`src/rtl/wb_scoreboard.sv`:
```
// Writeback scoreboard: ALU results win the RF write port, LSU results wait in a Depth-entry FIFO,
// RF write is registered (latency 1); LSU backpressure via lsu_ready_o, issue blocked via stall_o.
module wb_scoreboard #(
  parameter int DWidth   = 32,
  parameter int NumofReg = 32,
  parameter int Depth    = 4,
  parameter int AWidth   = $clog2(NumofReg)
) (
  input  logic                clk_i,
  input  logic                rst_i,
  input  logic                issue_valid_i,
  input  logic                issue_long_i,
  input  logic [AWidth-1:0]   issue_rd_i,
  input  logic [AWidth-1:0]   issue_rs1_i,
  input  logic [AWidth-1:0]   issue_rs2_i,
  output logic                stall_o,
  input  logic                alu_valid_i,
  input  logic [AWidth-1:0]   alu_rd_i,
  input  logic [DWidth-1:0]   alu_data_i,
  input  logic                lsu_valid_i,
  output logic                lsu_ready_o,
  input  logic [AWidth-1:0]   lsu_rd_i,
  input  logic [DWidth-1:0]   lsu_data_i,
  output logic                rf_write_en_o,
  output logic [AWidth-1:0]   rf_write_addr_o,
  output logic [DWidth-1:0]   rf_write_data_o,
  output logic [NumofReg-1:0] pending_o
);

  localparam int PtrW = $clog2(Depth);
  localparam int CntW = PtrW + 1;

  logic [AWidth-1:0]   rd_mem_q   [Depth];
  logic [DWidth-1:0]   data_mem_q [Depth];
  logic [PtrW-1:0]     wptr_q, rptr_q;
  logic [CntW-1:0]     count_q, count_d;
  logic [NumofReg-1:0] pend_q, pend_d;
  logic                rf_en_q, rf_en_d;
  logic [AWidth-1:0]   rf_addr_q, rf_addr_d;
  logic [DWidth-1:0]   rf_data_q, rf_data_d;

  logic                push, pop, sel, set_pend;
  logic [AWidth-1:0]   sel_rd;
  logic [DWidth-1:0]   sel_data;

  assign lsu_ready_o = (count_q < CntW'(Depth));
  assign push        = lsu_valid_i && lsu_ready_o;
  assign pop         = !alu_valid_i && (count_q != '0);
  assign stall_o     = issue_valid_i &&
                       (pend_q[issue_rs1_i] || pend_q[issue_rs2_i] || pend_q[issue_rd_i]);
  assign set_pend    = issue_valid_i && issue_long_i && !stall_o && (issue_rd_i != '0);

  always_comb begin
    sel      = alu_valid_i || pop;
    sel_rd   = alu_valid_i ? alu_rd_i   : rd_mem_q[rptr_q];
    sel_data = alu_valid_i ? alu_data_i : data_mem_q[rptr_q];
    rf_en_d   = sel && (sel_rd != '0);
    rf_addr_d = sel ? sel_rd   : rf_addr_q;
    rf_data_d = sel ? sel_data : rf_data_q;

    count_d = count_q;
    if (push && !pop)      count_d = count_q + CntW'(1);
    else if (pop && !push) count_d = count_q - CntW'(1);

    // Clear first so a same-cycle set on the same register wins.
    pend_d = pend_q;
    if (pop)      pend_d[rd_mem_q[rptr_q]] = 1'b0;
    if (set_pend) pend_d[issue_rd_i]       = 1'b1;
    pend_d[0] = 1'b0;
  end

  always_ff @(posedge clk_i) begin
    if (rst_i) begin
      wptr_q    <= '0;
      rptr_q    <= '0;
      count_q   <= '0;
      pend_q    <= '0;
      rf_en_q   <= 1'b0;
      rf_addr_q <= '0;
      rf_data_q <= '0;
    end else begin
      if (push) wptr_q <= wptr_q + PtrW'(1);
      if (pop)  rptr_q <= rptr_q + PtrW'(1);
      count_q   <= count_d;
      pend_q    <= pend_d;
      rf_en_q   <= rf_en_d;
      rf_addr_q <= rf_addr_d;
      rf_data_q <= rf_data_d;
    end
  end

  always_ff @(posedge clk_i) begin
    if (push && !rst_i) begin
      rd_mem_q[wptr_q]   <= lsu_rd_i;
      data_mem_q[wptr_q] <= lsu_data_i;
    end
  end

  assign rf_write_en_o   = rf_en_q;
  assign rf_write_addr_o = rf_addr_q;
  assign rf_write_data_o = rf_data_q;
  assign pending_o       = pend_q;

endmodule

```
`config.mk`:
```
export PLATFORM = sky130hd
export DESIGN_NAME = wb_scoreboard
export DESIGN_NICKNAME = d
export VERILOG_FILES = /design/src/rtl/wb_scoreboard.sv
export SDC_FILE = /design/constraint.sdc
export NUM_CORES = 1
export LEC_CHECK = 0
export CAP_MARGIN = 20
export CORE_MARGIN = 2
export CORE_UTILIZATION = 53
export CTS_BUF_LIST = sky130_fd_sc_hd__clkbuf_8 sky130_fd_sc_hd__clkbuf_16
export CTS_CLUSTER_DIAMETER = 80
export DETAILED_ROUTE_END_ITERATION = 8
export GPL_TIMING_DRIVEN = 0
export HOLD_SLACK_MARGIN = 0.12
export PLACE_DENSITY = 0.81
export REMOVE_ABC_BUFFERS = 1
export SLEW_MARGIN = 40
export SYNTH_ARGS = -nofsm -noshare
export SYNTH_HDL_FRONTEND = slang
export SYNTH_SLANG_ARGS = --single-unit
export TNS_END_PERCENT = 1
```
`constraint.sdc`:
```
create_clock -name clk_i -period 4.77 [get_ports clk_i]
set_input_delay 0.954 -clock clk_i [delete_from_list [all_inputs] [get_ports clk_i]]
set_output_delay 0.954 -clock clk_i [all_outputs]
set_load 0.03 [all_outputs]
```
### Word-level counts from Yosys, hierarchy flattened

Memory sizes are Yosys's and may differ from the RTL's. A register that Yosys moved wholly into a read port is not among the register bits.
Index checks and enable logic that the tools add are counted.

* register bits after elaboration: 77
* latch bits: 0
* bits in writable memories: 148
* memory bits (read-only): 0
* bits of input ports: 95
* output and inout port bits: 72
* logic and storage cells: 70
* memories kept: 2

* add/sub/neg operators: 4
* multiply operators: 0
* divide/modulo/power cells: 0
* order comparisons: 7
* equal/unequal tests: 0
* shift-type cells: 0
* mux-type cells: 22
* bitwise gates (word level): 3
* reductions and logical operators: 24

Memories
* data_mem_q: words 4, width 32, read ports 1, clocked after memory_dff 1, write ports 1, line 34 `logic [DWidth-1:0] data_mem_q [Depth];`
* rd_mem_q: words 4, width 5, read ports 1, clocked after memory_dff 1, write ports 1, line 33 `logic [AWidth-1:0] rd_mem_q [Depth];`

Operators with widths (number)
* $mux W32: 3
* $and A32 B32 Y32: 1
* $not A32 Y32: 1
* $or A32 B32 Y32: 1
* $lt A5 B6 Y1 const B: 4
* $bmux W1 S5: 3
* $logic_and A1 B1 Y1: 12
* $demux W1 S5: 2
* $ge A5 B1 Y1 const B: 2
* $reduce_bool A5 Y1: 2
* $mux W2: 4
* $mux W1: 7
* $mux W3: 2
* $logic_not A1 Y1: 5
* $mux W5: 1
* $add A2 B1 Y2 const B: 2
* $add A3 B1 Y3 const B: 1
* $logic_or A1 B1 Y1: 3
* $lt A3 B3 Y1 const B: 1
* $reduce_bool A3 Y1: 1
* $sub A3 B1 Y3 const B: 1
* $reduce_bool A2 Y1: 1

### Logic depth before layout (Yosys ltp)

* depth after elaboration: 9
* depth in mapped cells: 10
* gate-level depth less buffers: 9

### Least setup slack after synthesis

Ideal clock, no wire load.

* path kind: input to output
* start: input port issue_rs1_i[1]
* end: output port stall_o
* arrival: 3.427 ns
* setup slack: 0.389 ns
* stages: 9
* cell sequence: clkbuf_1 > clkbuf_1 > mux2_2 > o311ai_0 > o211ai_1 > or4_1 > buf_2 > buf_2 > and2_1

* word-level cells in the longest chain between the ends: 5

RTL lines
* from (decl): line 14 `input logic [AWidth-1:0] issue_rs1_i,`
* $bmux W1 S5: line 50 `(pend_q[issue_rs1_i] || pend_q[issue_rs2_i] || pend_q[issue_rd_i]);`
* $mux W1 (implied by the code): line 50
* $logic_or A1 B1 Y1 (2 in a row): line 50
* $logic_and A1 B1 Y1: line 49 `assign stall_o = issue_valid_i &&`
* to (decl): line 16 `output logic stall_o,`

No other way between the ends. The select of a mux whose other input is x is not followed.

### Final worst setup path

* start: input port issue_rs2_i[2]
* end: output port stall_o

* word-level cells in the longest chain between the ends: 5

RTL lines
* from (decl): line 15 `input logic [AWidth-1:0] issue_rs2_i,`
* $bmux W1 S5: line 50
* $mux W1 (implied by the code): line 50
* $logic_or A1 B1 Y1 (2 in a row): line 50
* $logic_and A1 B1 Y1: line 49

No other way between the ends. The select of a mux whose other input is x is not followed.

==> results.ini <==
[timing]
finalSetupViolCount=0
rsz_0062_raised_after_global_routing=no
totalNegativeSetupSlack_ps=0
timing_hold_violations_final=0
finalCritPeriodShare=0.9837
final_worst_path_period_need_ps=4692
achievable-frequency_ghz=0.2131
clock_skew_ps=10.11
worst_pin_slew_ps=758.7
finalHoldWorstSlack_ps=498.0
final_max_slew_viol_count=0
slew-limit-headroom=0.4871

[clock_tree]
clock_tree_sinks=226
root_buffer=clkbuf_16
clock_latency_ps=500
clock_tree_from_tritoncts=built
clk_transition_reported_paths_ps=60
buffer_levels_on_the_longest_clock_path=3
tritoncts.num_buffers=22
cts_hold_buf=0
ctsHtreeMaxLevel=1

[placed_design]
port_buffers=165
hpwl_mm=16.47
dp.cells=1057
placement.cell_area_um2=11860
routabilityCongestion=0.8993

[flow_run]
drv_cap=0

[floorplan]
design.core.area_um2=18580
rows=50
die_w_um=141.0
io_pins=167
initial_utilization=0.5350
die-area_um2=19870
die_extent_in_y_um=141.0

[synth]
synth_top_cell_area_share=0.4471
post_synthesis_sequential_element_count=226
synth_enable_flop_cells=148
postSynth.asyncResetShare=0
ys_types=57
synth.area.top_cells=edfxtp_1 (45%), dfxtp_1 (16%), mux4_2 (9.5%)
avgSynthCellArea_um2=14.24
synth.largest_area_cell=edfxtp_1
synth_seq_area_share=0.6042
synth.cell_area_um2=9941
yosys-top-cells-count=edfxtp_1 (148), dfxtp_1 (78), mux2i_1 (56)
synthesis.instances=698
dominantRegCellSynth=edfxtp_1
ys.warnings.count=0
most_frequent_cell_after_synthesis=edfxtp_1

[detailed_routing]
drtAntennaViolNets=0
firstDrtPassIters=5
drc_errors=0
drt-initial-drc-count=576
vias=6787
routed_wl_mm=24.90
route.detailed.vias_per_inst=6.170
routedWlPerCell_um=22.64

[final_layout]
syn2layout_area_growth_pct=27.82
fin_cells=1100
layout.nets=950
num-fill-cells=1223
finish.instance_area_um2=12710
layout_cell_share_with_drive_strength_beyond_1=0.1538
area_used_by_multi_input_combinational_logic_um2=3730
area.sequential_um2=6013

[global_route]
grt_util_all_layers=0.2509
initial_antenna_violation_count=1
first_global_vias=7036
pin_count_of_the_biggest_net_entering_global_routing=62
grt_first_pass_wirelength_mm=38.74
gr-total-overflow=0

[critical_path]
crit_path_start_kind=input port
cp_data_arrival_time_ps=3740
crit_buf_inv=2
timing.critical_path.fanout_max=7
critPathSlowestCell=or4_1
highest_cell_delay_on_the_worst_timing_path_ps=580
r2r_start=pending_o[8]
critPathCaptureType=output pin
crit_path_cells=clkdlybuf4s50_1 > nand2b_1 > o22ai_1 > nor4b_1 > or4_1 > or4_4 > and2_1 > dlygate4sd2_1
crit_required_ps=3820
critical_path.top_delay_family=simple AND/OR/NAND/NOR gates
timing.setup.critical_path_class=in -> out
timing.critical_path.from=issue_rs2_i[2]

[power]
power_density_nw_per_um2=460.9
largest_voltage_drop_on_the_vdd_net_uv=440.4
leakagePower_nw=4.390

[hold_path]
worstHoldPathType=reg -> reg
holdCritStartpoint=rf_write_addr_o[4]

[status]
status=completed

cell families after synthesis:
group / Yosys count / share of synthesized area
xor gates and xnor gates: 5 / 0.004406
DFF: 226 / 0.6042
other: 1 / 0.0003772
and+or+nand+nor: 178 / 0.09503
buffers and inverters: 58 / 0.02505
AOI/OAI and AO/OA: 113 / 0.09301
muxes: 111 / 0.1697
adders and majority gates: 6 / 0.008307
per-layer routing:
| metal | global-route usage | routed length, um | up-vias |
|---|---|---|---|
| met1 | 0.3205 | 9790 | 3412 |
| met5 | 0 | 0 | - |
| met4 | 0.07684 | 669 | 0 |
| met2 | 0.4372 | 12770 | 290 |
| li1 | - | - | 3032 |
| met3 | 0.04857 | 1668 | 53 |
layout by cell type (no fill, tap or decap), types with 23 or more instances in the layout:
cell type        instances
clkdlybuf4s50_1        157
edfxtp_1               148
dfxtp_1                 76
mux2i_1                 56
nor2_1                  55
mux4_2                  42
a211oi_1                36
nand2_1                 29
nor2b_1                 27
clkbuf_16               23
tightest hold or removal path: stages (launching register included):
cell,delay (ps)
dfxtp_1,310
nor2_1,90
a211oi_1,50
state kept, by name, indices dropped and copies added, names as in the netlist, named ones only:
register,cells
pending_o,31
rf_write_en_o,1
wptr_q,2
rf_write_data_o,32
data_mem_q,128
rptr_q,2
count_q,3
rd_mem_q,20
rf_write_addr_o,5
final cells by class:
type | count | share of cell area
clock inverters | 13 | 0.01467
multi-input cells | 415 | 0.2936
diodes | 1 | 0.0001969
repair buffers | 174 | 0.1427
clock buffers | 27 | 0.04963
well taps | 234 | 0.02304
flip-flops and latches | 226 | 0.4733
inverters | 10 | 0.002954
path summary, 6_finish.rpt:
kind,end,slack (ps),cells after the start
min,rf_write_addr_o[4],500,2
min reg2reg,rf_write_addr_o[4],500,2
max reg2reg,pending_o[10],1790,6
max,stall_o,80,8
metrics by stage:
stage / worst slack, ps / power (mW) / util
after floorplan: 330.9 / 3.364 / -
after global placement: -1446 / 3.891 / 0.6283
after detailed placement: -1299 / 3.970 / 0.6384
after CTS: 97.51 / 5.881 / 0.6835
after global routing: 3.533 / 6.072 / 0.6837
final: 77.95 / 5.856 / 0.6838
power by group:
group | internal (mW) | switching [mW] | total (mW)
clock network | 1.17 | 0.735 | 1.90
registers | 2.30 | 0.169 | 2.47
logic | 0.682 | 0.807 | 1.49
total | 4.14 | 1.71 | 5.86
repair_timing:
| item | in CTS | in global routing |
|---|---|---|
| gates cloned | 1 | 0 |
| endpoints found under the setup margin | 1 | 1 |
| pin swaps | 1 | 0 |
| setup buffers | 1 | 0 |
| resized for setup | 14 | 2 |
(Power assumes the default switching activity.)
